## src/rtl/pc_sequencer.sv

```systemverilog
// pc_sequencer: program-counter and fetch sequencer for picoMIPS.
// Advances the PC on decoder requests. On a LOAD it holds the PC until the
// GO button gives a fresh, synchronised rising edge. It then strobes load_en
// for one cycle and advances.
//
// Ports:
//   clk      system clock, rising edge
//   reset    asynchronous active-high reset
//   PCincr   decoder request to advance the PC
//   is_load  current instruction is LOAD
//   go_sw    raw asynchronous GO push-button, active-high
//   PCout    current program address (registered)
//   stall    suppress register-file writes (combinational, from registered state)
//   load_en  one-cycle strobe to capture switch data (combinational, from registered state)
//   halted   program finished, PC frozen (registered)
//
// Optional feature macro: PC_WRAP_EN. When it is defined, an advance at
// PROG_LAST wraps the PC to 0, HALT is never entered, and halted is held at 0.

module pc_sequencer #(
    parameter int unsigned PSIZE       = 6,
    parameter int unsigned PROG_LAST   = 63,
    parameter int unsigned SYNC_STAGES = 2
) (
    input  logic             clk,
    input  logic             reset,
    input  logic             PCincr,
    input  logic             is_load,
    input  logic             go_sw,
    output logic [PSIZE-1:0] PCout,
    output logic             stall,
    output logic             load_en,
    output logic             halted
);

    localparam logic [1:0] S_RUN          = 2'd0;
    localparam logic [1:0] S_WAIT_PRESS   = 2'd1;
    localparam logic [1:0] S_WAIT_RELEASE = 2'd2;
    localparam logic [1:0] S_HALT         = 2'd3;

    logic [1:0]             state_q, state_d;
    logic [PSIZE-1:0]       pc_q, pc_d;
    logic                   halted_q, halted_d;
    logic [SYNC_STAGES-1:0] sync_q;
    logic                   go_prev_q;
    logic                   go_s;
    logic                   go_rise;
    logic                   at_last;

    // GO synchroniser chain plus edge-detect flop
    always_ff @(posedge clk or posedge reset) begin
        if (reset) begin
            sync_q    <= '0;
            go_prev_q <= 1'b0;
        end else begin
            sync_q    <= {sync_q[SYNC_STAGES-2:0], go_sw};
            go_prev_q <= go_s;
        end
    end

    assign go_s    = sync_q[SYNC_STAGES-1];
    // Built only from flops, so load_en cannot glitch within a cycle
    assign go_rise = go_s & ~go_prev_q;
    assign at_last = (pc_q == PSIZE'(PROG_LAST));

    // State, PC and halted registers
    always_ff @(posedge clk or posedge reset) begin
        if (reset) begin
            state_q  <= S_RUN;
            pc_q     <= '0;
            halted_q <= 1'b0;
        end else begin
            state_q  <= state_d;
            pc_q     <= pc_d;
            halted_q <= halted_d;
        end
    end

    // Next-state, next-PC and combinational stall/load_en decode
    always_comb begin
        state_d  = state_q;
        pc_d     = pc_q;
        halted_d = halted_q;
        stall    = 1'b0;
        load_en  = 1'b0;

        case (state_q)
            S_RUN: begin
                // An advance request has priority over is_load
                if (PCincr) begin
                    if (at_last) begin
`ifdef PC_WRAP_EN
                        pc_d = '0;
`else
                        state_d  = S_HALT;
                        halted_d = 1'b1;
`endif
                    end else begin
                        pc_d = pc_q + PSIZE'(1);
                    end
                end else if (is_load) begin
                    state_d = S_WAIT_PRESS;
                end
            end

            S_WAIT_PRESS: begin
                stall = 1'b1;
                // Only a fresh rising edge counts, so a held button never double-loads
                if (go_rise) begin
                    stall   = 1'b0;
                    load_en = 1'b1;
                    if (at_last) begin
`ifdef PC_WRAP_EN
                        pc_d    = '0;
                        state_d = S_RUN;
`else
                        state_d  = S_HALT;
                        halted_d = 1'b1;
`endif
                    end else begin
                        pc_d    = pc_q + PSIZE'(1);
                        state_d = S_WAIT_RELEASE;
                    end
                end
            end

            S_WAIT_RELEASE: begin
                stall = 1'b1;
                if (!go_s) begin
                    state_d = S_RUN;
                end
            end

            S_HALT: begin
                stall = 1'b1;
            end

            default: begin
                state_d = S_RUN;
            end
        endcase

`ifdef PC_WRAP_EN
        halted_d = 1'b0;
`endif
    end

    assign PCout  = pc_q;
    assign halted = halted_q;

endmodule

```

## config.mk

```make
export PLATFORM = sky130hd
export DESIGN_NAME = pc_sequencer
export DESIGN_NICKNAME = d
export VERILOG_FILES = /design/src/rtl/pc_sequencer.sv
export SDC_FILE = /design/constraint.sdc
export NUM_CORES = 1
export LEC_CHECK = 0
export CELL_PAD_IN_SITES_DETAIL_PLACEMENT = 1
export CELL_PAD_IN_SITES_GLOBAL_PLACEMENT = 2
export CORE_MARGIN = 3
export CORE_UTILIZATION = 27
export DETAILED_ROUTE_END_ITERATION = 10
export PLACE_DENSITY_LB_ADDON = 0.1
export REMOVE_ABC_BUFFERS = 1
export SETUP_SLACK_MARGIN = 0.02
export SLEW_MARGIN = 10
export SYNTH_ARGS = -nofsm -noshare
export SYNTH_HDL_FRONTEND = slang
export SYNTH_SLANG_ARGS = --single-unit
```

## constraint.sdc

```tcl
create_clock -name clk -period 1.7 [get_ports clk]
set_input_delay 0.255 -clock clk [delete_from_list [all_inputs] [get_ports clk]]
set_output_delay 0.255 -clock clk [all_outputs]
set_load 0.005 [all_outputs]
```

==> impl_metrics.yaml <==
run_status:
  status: "complete, no violations"
clocking:
  numCtsBuffers: 3
  holdBufCountCts: 0
  cts_tree: "yes"
  clock_latency_ps: 260
  clock_path_buffers: 2
  cts_root_buf: "clkbuf_4"
  cts_max_level: 1
  cts_sinks: 12
  path_clk_slew_ps: 80
timing:
  slew_headroom: 0.697
  fmaxAchievable_ghz: 0.618
  finalHoldViolations: 0
  rsz0062_at_grt: "yes"
  setup_slack_ps: 82.5
  final.min_clock_period_ps: 1620
  period_share: 0.951
  fin_worst_skew_ps: 2.97
  setup_viol: 0
  worst_pin_slew_ps: 453
  drv_slew: 0
route:
  drt-total-wl_um: 1320
  firstDrtPassIters: 2
  ant_nets: 0
  drt_iter0_drc: 1
  via_per_inst: 4.36
  wire_per_inst_um: 12.2
  via_count: 471
  drc: 0
worst_setup_path:
  rr_endpoint: "PCout[1]$_DFFE_PP0P_"
  worstPathArrival_ps: 1770
  r2r_cells: 6
  crit_start: "state_q[1]$_DFFE_PP0P_"
  worstPathMaxFanout: 7
  end_kind: "register"
  critPathCapture: "PCout[1]$_DFFE_PP0P_"
  critPathKind: "reg -> reg"
  crit_required_ps: 1850
  start_kind: "register"
  r2r-start: "state_q[1]$_DFFE_PP0P_"
  regToRegSetupSlack_ps: 80
pwr:
  pwr-share-clk: 0.413
  power.net_switching_uw: 103
  seq_power_share: 0.543
  power_density_mw_per_mm2: 574
  combPwrFrac: 0.044
  sw_frac_of_total: 0.193
  p_leak_nw: 0.428
  p_total_uw: 534
  internal_power_uw: 431
  ir_drop_v: 0.000360
yosys:
  synth_compound_area_frac: 0.117
  yosys.area.top_type: "dfrtp_1"
  synthSimpleGateAreaFrac: 0.101
  yosysWarnings: 0
  syn_avg_cell_area_um2: 11.9
  ys_seq_area_frac: 0.477
  synth_area_leaders: "dfrtp_1, ha_1, mux2i_1"
  synthMuxAreaShare: 0.0815
  netlist_area_um2: 629
  ys_types: 21
  synthAdderAreaFrac: 0.0994
  synth_top_family_by_area: "compound AO/OA/AOI/OAI gates"
  synth_top_area_share: 0.477
  synthCells: 53
  synth-xor-area-share: 0.0696
  yosys_register_bits: 12
place:
  place_hpwl_um: 964
  pre_cts_ws_ps: -20.8
  port_buffers: 13
  gp_congestion: 0.742
cells_and_area:
  nets: 92
  layout_common_cells: "dfrtp_1, clkdlybuf4s50_1, buf_4, inv_1, xnor2_1"
  layout-drive-gt1-share: 0.370
  antennaDiodeCount: 0
  multi_input_area_um2: 323
  areaGrowthSynthToFinish_pct: 47.9
  fillers: 242
  regArea_um2: 302
floorplan:
  start_util: 0.302
  die_area_mm2: 0.00295
  core_area_mm2: 0.00208
  die-height_um: 54.3
  row_count: 16
  ios: 14
  die_w_um: 54.3
job:
  max-cap-violations: 0
global_routing:
  antenna_found_initial: 0
  grt_pass1_wl_um: 2270
  grt_pass1_vias: 544
  gr-usage-all-layers: 0.110
  grt_max_degree: 13
  grt-ovfl-total: 0
hold_path:
  hold_class: "in -> async"
## Yosys cell counts
| cell type | instances |
|---|---|
| dfrtp_1 | 12 |
| inv_1 | 6 |
| ha_1 | 5 |
| mux2i_1 | 4 |
| xnor2_1 | 4 |
| a21oi_1 | 3 |
| nand4_1 | 3 |
| nand2_1 | 2 |
| nor2_1 | 2 |
| a221oi_4 | 1 |
| a31o_1 | 1 |
| a31oi_1 | 1 |
| and2_1 | 1 |
| and3_1 | 1 |
| and3_4 | 1 |
| buf_6 | 1 |
| mux2_1 | 1 |
| nand2b_1 | 1 |
| o211ai_2 | 1 |
| o21ai_0 | 1 |
| xor2_1 | 1 |
## per-layer routing
layer,track usage,wire (um),vias to the layer above
met5,0,0,-
met4,0.0498,14,0
met3,0.0327,59,2
met2,0.163,604,12
met1,0.146,637,216
li1,-,-,241
## cells by family after synthesis
family / count (synthesis)
simple gates: 11
xor+xnor: 5
fa+ha+maj: 5
buf+inv: 7
flops: 12
mux: 5
compound gates: 8
## sequential cells by signal, indices dropped and copies added (netlist names)
signal / cells
sync_q: 2
halted: 1
go_prev_q: 1
PCout: 6
state_q: 2
## worst min-delay path by stage
stage                              startpoint              endpoint  slack, ps  cells after the start
after floorplan                         reset  PCout[0]$_DFFE_PP0P_        120                      1
after global placement    sync_q[0]$_DFF_PP0_   sync_q[1]$_DFF_PP0_        330                      0
after CTS                               reset  PCout[2]$_DFFE_PP0P_        300                      2
final                                   reset  PCout[0]$_DFFE_PP0P_        290                      2
after detailed placement  sync_q[0]$_DFF_PP0_   sync_q[1]$_DFF_PP0_        340                      0
after global routing                    reset  PCout[2]$_DFFE_PP0P_        340                      2
## metrics by stage
stage | std cells | util | setup TNS [ps] | area, um2 | hold slack [ps]
after global routing | 108 | 0.447 | -89.4 | 931 | 340
final | 108 | 0.447 | 0 | 931 | 290
after CTS | 107 | 0.438 | -0.163 | 912 | 300
after detailed placement | 102 | 0.412 | -20.8 | 857 | 338
after global placement | 102 | 0.412 | 0 | 857 | 333
after floorplan | 52 | - | 0 | 618 | 120
## cell type report
cell class	instances	share of cell area
tap	27	0.0363
timing repair buffer	25	0.230
inverter	6	0.0242
clock buffer	4	0.0390
multi-input combinational	34	0.347
sequential	12	0.324
## power by group through the flow
stage | sequential (mW) | clock (mW) | combinational [mW]
2_1_floorplan | 0.295 | 0 | 0.00782
3_3_place_gp | 0.296 | 0 | 0.0237
3_5_place_dp | 0.296 | 0 | 0.0238
4_1_cts | 0.290 | 0.235 | 0.0242
5_1_grt | 0.291 | 0.249 | 0.0265
6_report | 0.290 | 0.221 | 0.0236
## timing repair
action,CTS,global route
gates resized for setup,8,9
buffers inserted,1,1
setup endpoints to repair,6,10
pin swaps,1,3
## worst max-delay path, stage by stage (launching register included)
cell	delay, ps
dfrtp_1	390
inv_2	100
ha_4	150
buf_6	130
mux2i_2	100
a221oi_4	290
mux2_1	350
Note: power is estimated with default switching activity, not from simulation.
